File: src/rtl/ma_channel_sequencer.sv
// ma_channel_sequencer
// Time-shares one 2-channel interleaved moving-average FIR between two ECG
// sample streams. Samples enter the filter in strict ch0/ch1 alternation. A tag
// FIFO records, for each sample in flight, which channel it came from and
// whether it was a zero pad. Each filter result pops one tag and is rescaled,
// then either sent to its channel or dropped.
//
// Ports
//   clk, rst           clock, synchronous active-high reset
//   s0_axis_*          ch0 sample input (valid/ready)
//   s1_axis_*          ch1 sample input (valid/ready)
//   f_axis_*           sample stream to the filter (valid/ready)
//   f_res_*            filter result stream (valid only, no back-pressure)
//   m0_axis_*          ch0 result, one-cycle tvalid pulse, tdata held
//   m1_axis_*          ch1 result, one-cycle tvalid pulse, tdata held
//   in_flight          tag FIFO occupancy
//   pad_count          zero pads inserted, saturating
//   err_orphan         sticky: a result arrived while no sample was in flight
//
// Handshake: a beat moves on a valid/ready interface in the cycle where both
// tvalid and tready are high. tvalid never depends on tready. The input side
// only offers the channel whose turn it is. The other channel sees tready=0.
module ma_channel_sequencer #(
  parameter int DW          = 32,
  parameter int FW          = 52,
  parameter int SHIFT       = 20,
  parameter int DEPTH       = 16,
  parameter int PAD_TIMEOUT = 1024
) (
  input  logic                     clk,
  input  logic                     rst,
  input  logic                     s0_axis_tvalid,
  input  logic [DW-1:0]            s0_axis_tdata,
  output logic                     s0_axis_tready,
  input  logic                     s1_axis_tvalid,
  input  logic [DW-1:0]            s1_axis_tdata,
  output logic                     s1_axis_tready,
  output logic                     f_axis_tvalid,
  output logic [DW-1:0]            f_axis_tdata,
  input  logic                     f_axis_tready,
  input  logic                     f_res_tvalid,
  input  logic [FW-1:0]            f_res_tdata,
  output logic                     m0_axis_tvalid,
  output logic [DW-1:0]            m0_axis_tdata,
  output logic                     m1_axis_tvalid,
  output logic [DW-1:0]            m1_axis_tdata,
  output logic [$clog2(DEPTH):0]   in_flight,
  output logic [15:0]              pad_count,
  output logic                     err_orphan
);

  localparam int AW = $clog2(DEPTH);
  localparam int CW = AW + 1;
  localparam logic [CW-1:0] DEPTH_C = CW'(DEPTH);

  // Tag layout: bit 1 = pad, bit 0 = channel.
  logic [1:0]    tag_mem [DEPTH];
  logic [AW-1:0] wr_ptr;
  logic [AW-1:0] rd_ptr;
  logic [CW-1:0] count;
  logic [1:0]    head_tag;

  logic          next_ch;
  logic          credit;
  logic          pad_req;
  logic          sel_valid;
  logic          other_valid;
  logic [DW-1:0] sel_data;
  logic          push;
  logic          pop;
  logic [DW-1:0] res_scaled;

  assign sel_valid   = next_ch ? s1_axis_tvalid : s0_axis_tvalid;
  assign other_valid = next_ch ? s0_axis_tvalid : s1_axis_tvalid;
  assign sel_data    = next_ch ? s1_axis_tdata  : s0_axis_tdata;
  assign credit      = (count < DEPTH_C);

  // A pending pad takes the slot of the expected channel, so that channel is
  // held off until the zero sample has gone in.
  always_comb begin
    f_axis_tvalid  = (sel_valid | pad_req) & credit;
    f_axis_tdata   = pad_req ? '0 : sel_data;
    s0_axis_tready = 1'b0;
    s1_axis_tready = 1'b0;
    if (next_ch) s1_axis_tready = f_axis_tready & credit & ~pad_req;
    else         s0_axis_tready = f_axis_tready & credit & ~pad_req;
  end

  assign push     = f_axis_tvalid & f_axis_tready;
  assign pop      = f_res_tvalid & (count != '0);
  assign head_tag = tag_mem[rd_ptr];

  // Tag storage needs no reset: entries are only read after being written.
  always_ff @(posedge clk) begin
    if (push) tag_mem[wr_ptr] <= {pad_req, next_ch};
  end

  always_ff @(posedge clk) begin
    if (rst) begin
      wr_ptr  <= '0;
      rd_ptr  <= '0;
      count   <= '0;
      next_ch <= 1'b0;
    end else begin
      if (push) begin
        wr_ptr  <= wr_ptr + 1'b1;
        next_ch <= ~next_ch;
      end
      if (pop) rd_ptr <= rd_ptr + 1'b1;
      if (push && !pop)      count <= count + CW'(1);
      else if (pop && !push) count <= count - CW'(1);
    end
  end

  assign in_flight = count;

  generate
    if (PAD_TIMEOUT > 0) begin : g_pad
      localparam int TW = $clog2(PAD_TIMEOUT + 1);
      localparam logic [TW-1:0] LIMIT = TW'(PAD_TIMEOUT);
      logic [TW-1:0] timer;

      assign pad_req = (timer == LIMIT);

      // Once the limit is reached the timer parks there, keeping the pad
      // request up until the pad actually enters the filter.
      always_ff @(posedge clk) begin
        if (rst) begin
          timer <= '0;
        end else if (push && pad_req) begin
          timer <= '0;
        end else if (pad_req) begin
          timer <= timer;
        end else if (!sel_valid && other_valid) begin
          timer <= timer + 1'b1;
        end else begin
          timer <= '0;
        end
      end
    end else begin : g_no_pad
      assign pad_req = 1'b0;
    end
  endgenerate

  always_ff @(posedge clk) begin
    if (rst) begin
      pad_count <= '0;
    end else if (push && pad_req && (pad_count != 16'hFFFF)) begin
      pad_count <= pad_count + 16'd1;
    end
  end

  // Arithmetic shift keeps the sign; the cast drops the upper bits.
  assign res_scaled = DW'($signed(f_res_tdata) >>> SHIFT);

  always_ff @(posedge clk) begin
    if (rst) begin
      m0_axis_tvalid <= 1'b0;
      m0_axis_tdata  <= '0;
      m1_axis_tvalid <= 1'b0;
      m1_axis_tdata  <= '0;
      err_orphan     <= 1'b0;
    end else begin
      m0_axis_tvalid <= 1'b0;
      m1_axis_tvalid <= 1'b0;
      if (f_res_tvalid) begin
        if (count == '0) begin
          err_orphan <= 1'b1;
        end else if (!head_tag[1]) begin
          if (head_tag[0]) begin
            m1_axis_tvalid <= 1'b1;
            m1_axis_tdata  <= res_scaled;
          end else begin
            m0_axis_tvalid <= 1'b1;
            m0_axis_tdata  <= res_scaled;
          end
        end
      end
    end
  end

endmodule

File: config.mk
export PLATFORM = sky130hd
export DESIGN_NAME = ma_channel_sequencer
export DESIGN_NICKNAME = d
export VERILOG_FILES = /design/src/rtl/ma_channel_sequencer.sv
export SDC_FILE = /design/constraint.sdc
export NUM_CORES = 1
export LEC_CHECK = 0
export BUFFER_PORTS_ARGS = -buffer_cell sky130_fd_sc_hd__clkbuf_2
export CORE_ASPECT_RATIO = 0.6
export CORE_MARGIN = 2
export CORE_UTILIZATION = 45
export CTS_CLUSTER_SIZE = 8
export DETAILED_ROUTE_END_ITERATION = 7
export PLACE_DENSITY = 0.77
export SLEW_MARGIN = 10
export SYNTH_ARGS = -nofsm -noshare
export SYNTH_HDL_FRONTEND = slang
export SYNTH_SLANG_ARGS = --single-unit
File: constraint.sdc
create_clock -name clk -period 3.4 [get_ports clk]
set_input_delay 0.34 -clock clk [delete_from_list [all_inputs] [get_ports clk]]
set_output_delay 0.34 -clock clk [all_outputs]
set_load 0.03 [all_outputs]
==> impl_metrics.toml <==
[floorplanning]
die_x_um = 161.8
fp.dieH_um = 98.68
io_pins = 245
row_count = 34
die-area_mm2 = 0.01597
start_util = 0.4621
core_mm2 = 0.01455

[pwr]
power.net_switching_mw = 1.890
pwr-share-clk = 0.336
peakVddDrop_v = 0.0003214
p_comb_frac = 0.291
p_seq_frac = 0.372
swShare = 0.3432
p_int_mw = 3.618
p_total_mw = 5.508
power_density_mw_per_mm2 = 638.0
power_leakage_nw = 3.835

[yosys]
synth_edf_count = 32
synth_flop_cell = "dfxtp_1"
synth_xor_area_frac = 0.03778
synth-seq-cells = 144
synth_compound_area_frac = 0.03629
synthesis.nets = 779
yosys.area_share.adder = 0.02531
async_flop_share = 0
synth-seq-area-share = 0.4765
avgSynthCellArea_um2 = 10.44
yosysUniqueCellTypes = 47
synth_mux_area_frac = 0.1850
netlist_instances = 644
yosysWarnings = 0
synthSimpleGateAreaFrac = 0.2079
netlist_area_mm2 = 0.006723
synth_top_family_by_area = "simple AND/OR/NAND/NOR gates"

[cts]
cts_tree = "built"
cts_resized = 0
htreeDepth = 4
cts_made_buffers = 17
cts_buffer_depth = 2
clk_latency_ns = 0.41
cts.sinks = 144
ctsHoldBuffers = 0
clk_pin_slew_ns = 0.06
post_cts_buffers = 0
cts-root-buf = "clkbuf_16"

[routing]
top_layer = "met4"
wirelength_mm = 16.12
drc_errors = 0
dr_total_vias = 5265
route.met2.wl_mm = 6.977
drt_iter0_markers = 267
ant_nets = 0
post_drt_wl_per_cell_um = 15.00
avgViaCountPerCell = 4.902
drt_pre_antenna_iters = 4
dr_wl_met3_um = 765
met1_length_mm = 8.155

[place]
portBuffers = 224
dpl-instance-area_mm2 = 0.008023
placed_cells = 1042
dp_slack_ns = 0.06493
gp_congestion = 0.8264
hpwl_mm = 11.72

[sta]
relSlewSlack = 0.4097
worst_slew_pin_slew_ns = 0.8854
max_freq_ghz = 0.3051
maxSlewViolCount = 0
fin_skew_ns = 0.008074
worst_slack_ns = 0.1227
hold_viol_final = 0
fin_crit_ns = 3.277
setup_viol = 0
hold_slack_ns = 0.1935
fin_crit_sh = 0.9639

[global_route]
antenna_found_initial = 0
grt-ovfl-total = 0
gr-usage-all-layers = 0.2059
grt_max_degree = 121
grt_pass1_vias = 5057
grt_pass1_wl_mm = 26.31

[setup_path]
arrival_ns = 3.61
cp-end-kind = "flop"
crit_buf_inv = 2
crit_required_ns = 3.74
critPathMaxFanout = 5
path_cells = "inv_1 -> ha_1 -> or4b_4 -> or3_1 -> a21oi_2 -> ha_2 -> inv_1 -> fa_2 -> a21o_1 -> a21oi_2 -> xnor2_1 -> or3_1 -> a21oi_1"
rrSetupSlack_ns = 0.12
r2r-start = "g_pad.timer[1]"
slowest_stage = "or4b_4"
crit_family = "simple AND/OR/NAND/NOR gates"
start_kind = "flop"
regToRegEndpoint = "in_flight[4]"
crit_start = "g_pad.timer[1]"
slowest_delay_ns = 0.47
critPathKind = "reg2reg"
worstRegToRegCells = 13

[layout]
antenna_cells = 0
final.fill_count = 1265
area_growth_pct = 28.40
layout_common_cells = "clkbuf_2 (223), dfxtp_1 (111), mux2i_1 (104)"
final_common_cell = "clkbuf_2"
stdcell_count = 1074
final_nets = 998
drive_above_1_share = 0.3311
design_area_mm2 = 0.008632

[worst_hold_path]
hold_depth = 3
hold_path_class = "in2reg"
hold_path.startpoint = "f_res_tdata[37]"
min_to = "m0_axis_tdata[17]"

[status]
status = "finished clean"

[run]
maxCapViolCount = 0
[cell families (layout without fill, tap and decap cells)]
logic type / count (synthesis) / in the layout
and+or+nand+nor: 263 / 263
xor gates and xnor gates: 29 / 29
muxes: 114 / 114
DFF: 144 / 144
AOI/OAI and AO/OA: 35 / 35
buffers and inverters: 46 / 278
adders and majority gates: 13 / 13
[routing by layer]
layer	track usage	vias up
li1	-	2663
met1	0.3073	2468
met2	0.3008	116
met3	0.04209	18
met4	0.06195	0
met5	0	-
[synth_stat cells, types with 2 or more instances]
master / n / area share
or4b_1: 2 / 0.0030
nor2_1: 87 / 0.049
and2_1: 2 / 0.0019
and4_1: 2 / 0.0026
a31oi_1: 3 / 0.0028
nor2b_1: 5 / 0.0047
xnor2_1: 9 / 0.012
inv_1: 8 / 0.0045
dfxtp_1: 112 / 0.33
nand4_1: 5 / 0.0047
o211ai_1: 5 / 0.0056
and3_1: 8 / 0.0074
o31ai_1: 3 / 0.0033
nand3_1: 12 / 0.0089
edfxtp_1: 32 / 0.14
ha_1: 12 / 0.022
o21ai_0: 3 / 0.0022
or3_1: 4 / 0.0037
or4_1: 3 / 0.0033
nor3_1: 8 / 0.0060
buf_4: 4 / 0.0045
nand2b_1: 101 / 0.094
buf_2: 6 / 0.0045
buf_1: 6 / 0.0033
mux2_2: 2 / 0.0033
xor2_1: 20 / 0.026
clkbuf_1: 20 / 0.011
mux4_2: 8 / 0.027
nor3b_1: 4 / 0.0045
a21oi_1: 12 / 0.0089
nand2_1: 13 / 0.0073
mux2i_1: 104 / 0.15
buf_6: 2 / 0.0033
a21o_1: 2 / 0.0022
nor4_1: 3 / 0.0028
[flip-flops by register name, indices dropped and copies added, names as in the netlist, named ones only]
| signal | cells |
|---|---|
| pad_count | 16 |
| m0_axis_tvalid | 1 |
| rd_ptr | 4 |
| m0_axis_tdata | 32 |
| m1_axis_tdata | 32 |
| in_flight | 5 |
| next_ch | 1 |
| g_pad.timer | 11 |
| wr_ptr | 4 |
| tag_mem | 32 |
| err_orphan | 1 |
| m1_axis_tvalid | 1 |
[area by class of cell]
type                            instances  area (um^2)  share of cell area
Tap cell                              198        247.7             0.02870
Multi-Input combinational cell        454         3324              0.3851
Clock buffer                           18        450.4             0.05218
Timing Repair Buffer                  238         1229              0.1423
Sequential cell                       144         3204              0.3712
Inverter                                8        30.03            0.003479
Clock inverter                         14        146.4             0.01696
[worst register-to-register path, delay by kind of cell (launching register included)]
family | cells | cell delay [ns]
compound gates | 4 | 0.69
flops | 1 | 0.35
simple gates | 3 | 1.18
buf+inv | 2 | 0.17
fa+ha+maj | 3 | 0.72
xor+xnor | 1 | 0.09
[power groups by stage]
stage                     Clock [mW]  Combinational (mW)  Sequential, mW
after CTS                       1.89                1.60            2.05
after global routing            1.98                1.73            2.08
final                           1.85                1.60            2.05
after floorplan                    0               0.907            2.33
after global placement             0                1.57            2.08
after detailed placement           0                1.59            2.08
[worst max-delay path by stage]
stage / to / slack (ns) / depth (start not counted)
after floorplan: in_flight[4] / 0.03 / 14
after global routing: in_flight[4] / -0.01 / 13
after global placement: in_flight[4] / 0.18 / 13
final: in_flight[4] / 0.12 / 13
after detailed placement: in_flight[4] / 0.06 / 13
after CTS: in_flight[4] / 0.07 / 13
[through the flow]
step / util / setup TNS [ns]
final: 0.5933 / 0
after global routing: 0.5933 / -0.01322
after CTS: 0.5924 / 0
after detailed placement: 0.5514 / 0
after global placement: 0.5514 / 0
after floorplan: - / 0
Note: power is estimated with default switching activity, not from simulation.
